==> config.mk <==
export PLATFORM = sky130hd
export DESIGN_NAME = fetch_unit
export DESIGN_NICKNAME = d
export VERILOG_FILES = /design/src/rtl/fetch_unit.sv
export SDC_FILE = /design/constraint.sdc
export NUM_CORES = 1
export LEC_CHECK = 0
export BUFFER_PORTS_ARGS = -buffer_cell sky130_fd_sc_hd__clkbuf_2
export CAP_MARGIN = 15
export CORE_ASPECT_RATIO = 0.75
export CORE_UTILIZATION = 40
export CTS_BUF_LIST = sky130_fd_sc_hd__clkbuf_4 sky130_fd_sc_hd__clkbuf_8 sky130_fd_sc_hd__clkbuf_16
export DETAILED_ROUTE_END_ITERATION = 10
export PLACE_DENSITY_LB_ADDON = 0.3
export SLEW_MARGIN = 10
export SYNTH_ARGS = -nofsm -noshare
export SYNTH_HDL_FRONTEND = slang
export SYNTH_SLANG_ARGS = --single-unit
==> constraint.sdc <==
create_clock -name i_clock -period 6.1 [get_ports i_clock]
set_clock_uncertainty 0.15 [all_clocks]
set_input_delay 1.83 -clock i_clock [delete_from_list [all_inputs] [get_ports i_clock]]
set_output_delay 1.83 -clock i_clock [all_outputs]
set_load 0.01 [all_outputs]
==> src/rtl/fetch_unit.sv <==
// fetch_unit -- LEGv8 instruction-fetch stage.
//
// Drives the external PC register and keeps at most one instruction-memory
// read in flight. Each returned word is queued with its fetch PC in a small
// FIFO that feeds decode. A redirect flushes the queue and marks any
// in-flight fetch so that its response is dropped.
//
// Parameters
//   DEPTH     instruction FIFO entries (power of two, >= 2)
//   RESET_PC  value loaded into the PC register while in reset
//
// Ports
//   i_clock / i_reset_n         clock, async active-low reset
//   i_pc                        current PC register value
//   o_pc_we / o_pc_next         PC register write enable / next value
//   o_imem_req / o_imem_addr    memory read request / address (= i_pc)
//   i_imem_gnt                  memory accepts the request this cycle
//   i_imem_rvalid / i_imem_rdata  read response
//   i_redirect / i_redirect_pc  branch or exception redirect
//   o_if_valid / i_if_ready     decode handshake on the FIFO head
//   o_if_instr / o_if_pc        head instruction and its PC
module fetch_unit #(
   parameter int unsigned DEPTH    = 4,
   parameter logic [63:0] RESET_PC = 64'h0
) (
   input  logic        i_clock,
   input  logic        i_reset_n,
   input  logic [63:0] i_pc,
   output logic        o_pc_we,
   output logic [63:0] o_pc_next,
   output logic        o_imem_req,
   output logic [63:0] o_imem_addr,
   input  logic        i_imem_gnt,
   input  logic        i_imem_rvalid,
   input  logic [31:0] i_imem_rdata,
   input  logic        i_redirect,
   input  logic [63:0] i_redirect_pc,
   output logic        o_if_valid,
   input  logic        i_if_ready,
   output logic [31:0] o_if_instr,
   output logic [63:0] o_if_pc
);

   localparam int unsigned AW = $clog2(DEPTH);
   localparam int unsigned CW = AW + 1;

   typedef enum logic [1:0] {
      ST_ISSUE   = 2'd0,  // no fetch outstanding
      ST_WAIT    = 2'd1,  // fetch outstanding, response kept
      ST_DISCARD = 2'd2   // fetch outstanding, response dropped
   } state_t;

   state_t          r_state;
   state_t          w_state_nxt;
   logic [CW-1:0]   r_count;
   logic [AW-1:0]   r_wptr;
   logic [AW-1:0]   r_rptr;
   logic [63:0]     r_req_pc;
   logic [31:0]     r_instr_q [DEPTH];
   logic [63:0]     r_pc_q    [DEPTH];

   logic            w_full;
   logic            w_grant;
   logic            w_push;
   logic            w_pop;

   assign w_full  = (r_count == CW'(DEPTH));
   assign w_grant = o_imem_req & i_imem_gnt;
   // Redirect wins over both queue operations: the queue is being flushed.
   assign w_push  = (r_state == ST_WAIT) & i_imem_rvalid & ~i_redirect;
   assign w_pop   = (r_count != '0) & i_if_ready & ~i_redirect;

   assign o_imem_addr = i_pc;
   assign o_if_valid  = (r_count != '0);
   assign o_if_instr  = r_instr_q[r_rptr];
   assign o_if_pc     = r_pc_q[r_rptr];

   // ---------------- FSM: state register ----------------
   always_ff @(posedge i_clock or negedge i_reset_n) begin
      if (!i_reset_n) r_state <= ST_ISSUE;
      else            r_state <= w_state_nxt;
   end

   // ---------------- FSM: next state ----------------
   always_comb begin
      w_state_nxt = r_state;
      case (r_state)
         ST_ISSUE: begin
            // RVALID here is a protocol error and is ignored.
            if (w_grant) w_state_nxt = ST_WAIT;
         end
         ST_WAIT: begin
            if (i_imem_rvalid)   w_state_nxt = ST_ISSUE;
            else if (i_redirect) w_state_nxt = ST_DISCARD;
         end
         ST_DISCARD: begin
            if (i_imem_rvalid) w_state_nxt = ST_ISSUE;
         end
         default: w_state_nxt = ST_ISSUE;
      endcase
   end

   // ---------------- FSM: outputs ----------------
   // PC_WE is held high through reset so the PC register keeps loading
   // RESET_PC on every edge, independent of its own reset.
   always_comb begin
      o_imem_req = 1'b0;
      o_pc_we    = 1'b0;
      o_pc_next  = i_pc + 64'd4;  // wraps modulo 2^64
      if (!i_reset_n) begin
         o_pc_we   = 1'b1;
         o_pc_next = RESET_PC;
      end else if (i_redirect) begin
         o_pc_we   = 1'b1;
         o_pc_next = {i_redirect_pc[63:2], 2'b00};
      end else if ((r_state == ST_ISSUE) && !w_full) begin
         o_imem_req = 1'b1;
         o_pc_we    = i_imem_gnt;
      end
   end

   // ---------------- queue control ----------------
   always_ff @(posedge i_clock or negedge i_reset_n) begin
      if (!i_reset_n) begin
         r_count  <= '0;
         r_wptr   <= '0;
         r_rptr   <= '0;
         r_req_pc <= RESET_PC;
      end else if (i_redirect) begin
         r_count <= '0;
         r_wptr  <= '0;
         r_rptr  <= '0;
      end else begin
         if (w_grant) r_req_pc <= i_pc;
         if (w_push)  r_wptr   <= r_wptr + AW'(1);
         if (w_pop)   r_rptr   <= r_rptr + AW'(1);
         case ({w_push, w_pop})
            2'b10:   r_count <= r_count + CW'(1);
            2'b01:   r_count <= r_count - CW'(1);
            default: r_count <= r_count;
         endcase
      end
   end

   // Payload storage needs no reset; validity is carried by r_count.
   always_ff @(posedge i_clock) begin
      if (w_push) begin
         r_instr_q[r_wptr] <= i_imem_rdata;
         r_pc_q[r_wptr]    <= r_req_pc;
      end
   end

endmodule

==> results.json <==
{
  "wl_um": 51800,
  "clk_latency_ns": 0.59,
  "cts_buffer_depth": 3,
  "io_buffer_count": 390,
  "syn_nets": 1310,
  "die_area_um2": 49800,
  "numCtsBuffers": 45,
  "grt_pass1_vias": 11700,
  "cap_violations": 0,
  "p_per_area_nw_per_um2": 368,
  "start_util_pct": 40.9,
  "worstPathRequired_ns": 4.12,
  "synth_edf_count": 384,
  "rsz0062_at_grt": "no",
  "path_common_cell": "clkbuf_2",
  "path_class": "in2out",
  "htreeDepth": 2,
  "die_h_um": 193,
  "grt_first_pass_wirelength_um": 76300,
  "holdCritPathClass": "reg2reg",
  "placed_cell_area_um2": 22200,
  "endpoint": "o_pc_next[52]",
  "worst_slack_ns": 0.197,
  "hold_ws_ns": 0.355,
  "root_buffer": "clkbuf_16",
  "vias": 11800,
  "p_leak_uw": 0.00881,
  "slew_headroom_pct": 41.1,
  "avgSynthCellArea_um2": 17.2,
  "critPathMaxFanout": 6,
  "syn_to_final_growth_pct": 21.4,
  "ys_seq_area_share_pct": 68.3,
  "cts_tree": "yes",
  "yosys_warnings": 0,
  "post-place-ws_ns": 0.0579,
  "r2r-end": "r_req_pc[36]",
  "critical_path.cell_chain": "clkbuf_2 -> nand4_1 -> nor4_4 -> and2_1 -> a211oi_1 -> a311oi_1 -> clkbuf_2",
  "overflow": 0,
  "synth-xor-area-share_pct": 1.93,
  "fp.dieW_um": 257,
  "synthCells": 1138,
  "boundaryPins": 393,
  "vdd_drop_max_mv": 0.249,
  "synth_area_leader_cell": "edfxtp_1",
  "yosys-top-cells-area": "edfxtp_1 (59%), mux4_2 (11%), dfrtp_1 (9.3%)",
  "layout-drive-gt1-share_pct": 45.8,
  "synthFlopType": "edfxtp_1",
  "fin_crit_sh_pct": 96.8,
  "drtIter0Drc": 840,
  "synth_fa_ha_area_share_pct": 0.422,
  "fmax_mhz": 169,
  "status": "finished clean",
  "drv_slew": 0,
  "arrival_ns": 3.92,
  "grtUsageTotal_pct": 20.8,
  "num-nets-final": 1688,
  "antenna_found_initial": 2,
  "fp-row-count": 69,
  "start_kind": "input pin",
  "fin_area_um2": 23700,
  "drc": 0,
  "finalSetupTns_ns": 0,
  "cp_slowest_cell": "nor4_4",
  "r2r_start": "r_count[0]",
  "clk_pin_slew_ns": 0.07,
  "synth-simple-area-share_pct": 6.71,
  "ant_nets": 0,
  "reg2reg_slack_ns": 3.22,
  "hold_violations": 0,
  "slowest_delay_ns": 0.56,
  "min_period_ns": 5.90,
  "ys_ff_latch": 457,
  "crit_path_end_kind": "primary output",
  "synth_area_um2": 19600,
  "core_um2": 47800,
  "crit_start": "i_pc[21]",
  "clock-sinks": 457,
  "synth_compound_area_share_pct": 3.57,
  "reg2reg_depth": 5,
  "synth_cell_types": 50,
  "gp_congestion": 0.803,
  "dpl.hpwl_um": 35000,
  "dr.pass1.iters": 5,
  "viasPerCell": 5.36,
  "worst_pin_slew_ns": 0.878,
  "yosys-mux-area-fraction_pct": 15.2,
  "wl_per_cell_um": 23.6,
  "synth_top_family_by_area": "multiplexers",
  "yosysTopAreaCellShare_pct": 59.0,
  "setup_violations": 0,
  "synthArstFlopShare_pct": 16.0,
  "grt_max_degree": 60
}
sequential cells by signal, indices dropped and copies added (netlist names):
signal     cells
r_rptr         2
r_req_pc      64
r_state        2
r_count        3
r_instr_q    128
r_pc_q       256
r_wptr         2
Yosys cell counts, drive strengths merged, types with 9 or more instances:
| library cell | instances |
|---|---|
| and3 | 16 |
| mux2 | 61 |
| nor4b | 9 |
| xnor2 | 18 |
| dfrtp | 73 |
| a21oi | 27 |
| nor2 | 20 |
| nor4 | 10 |
| nand4 | 31 |
| and2 | 20 |
| clkbuf | 31 |
| and4 | 15 |
| mux2i | 12 |
| a211oi | 11 |
| edfxtp | 384 |
| nor3 | 11 |
| nand2 | 40 |
| o21ai | 43 |
| xor2 | 25 |
| nand3 | 22 |
| mux4 | 96 |
| o211a | 10 |
| buf | 93 |
power breakdown:
| group | total, uW | leakage [uW] | internal [uW] | switching [uW] |
|---|---|---|---|---|
| clock network | 2810 | 0.000763 | 1620 | 1190 |
| logic | 1670 | 0.00372 | 865 | 805 |
| registers | 4250 | 0.00433 | 3900 | 351 |
| total | 8730 | 0.00881 | 6380 | 2350 |
critical path, delay by kind of cell:
kind,cells,cell delay (ns)
AO/OA/AOI/OAI,2,0.50
AND/OR/NAND/NOR,3,1.21
buffers and inverters,2,0.37
repair_timing:
item / 4_1_cts / 5_1_grt
buffers inserted: 0 / 0
hold buffers: 0 / 0
setup endpoints to repair: 0 / 4
gates resized for setup: 0 / 1
through the flow:
| stage | total power (uW) | instances | util, % |
|---|---|---|---|
| finish | 8730 | 2193 | 49.6 |
| detailed placement | 6010 | 2108 | 46.4 |
| global placement | 5950 | 2108 | 46.4 |
| global route | 9100 | 2192 | 49.6 |
| CTS | 8840 | 2192 | 49.6 |
| floorplan | 5290 | 1138 | - |
cells by family (layout without fill, tap and decap cells):
kind of cell    after synthesis  count (layout)
compound gates              111             111
simple gates                220             220
flops                       457             457
other cells                   0               1
xor+xnor                     43              43
buf+inv                     132             547
fa+ha+maj                     6               6
mux                         169             169
worst min-delay path by stage:
stage | to | start | depth (start not counted)
floorplan | r_pc_q[0][0] | r_req_pc[0] | 0
global placement | r_pc_q[1][62] | r_req_pc[62] | 0
detailed placement | r_pc_q[1][24] | r_req_pc[24] | 0
CTS | r_pc_q[3][24] | r_req_pc[24] | 0
global route | r_pc_q[2][59] | r_req_pc[59] | 0
finish | r_pc_q[1][59] | r_req_pc[59] | 0
cell usage in the layout (no fill, tap or decap), types with 21 or more instances in the layout:
| master | n |
|---|---|
| buf_4 | 59 |
| mux2_2 | 61 |
| clkbuf_2 | 389 |
| nand4_1 | 29 |
| edfxtp_1 | 384 |
| dfrtp_1 | 71 |
| mux4_2 | 96 |
| a21oi_1 | 27 |
| clkbuf_16 | 45 |
| nand3_1 | 21 |
| o21ai_0 | 43 |
| xor2_1 | 25 |
| nand2_1 | 40 |
layout make-up:
| type | instances | area [um^2] |
|---|---|---|
| Antenna cell | 1 | 2.50 |
| Clock buffer | 62 | 1280 |
| Clock inverter | 22 | 263 |
| Fill cell | 4101 | 24100 |
| Inverter | 8 | 30.0 |
| Multi-Input combinational cell | 549 | 5480 |
| Sequential cell | 457 | 13400 |
| Tap cell | 639 | 800 |
| Timing Repair Buffer | 455 | 2520 |
layer usage:
metal | track usage, % | vias up | part of all wire (%)
met2 | 31.8 | 433 | 46
met5 | 0 | - | 0.023
met1 | 30.3 | 6023 | 45
met4 | 5.87 | 2 | 2.1
met3 | 4.30 | 67 | 6.6
li1 | - | 5234 | -
No activity file was read; power rests on OpenSTA's default activity.
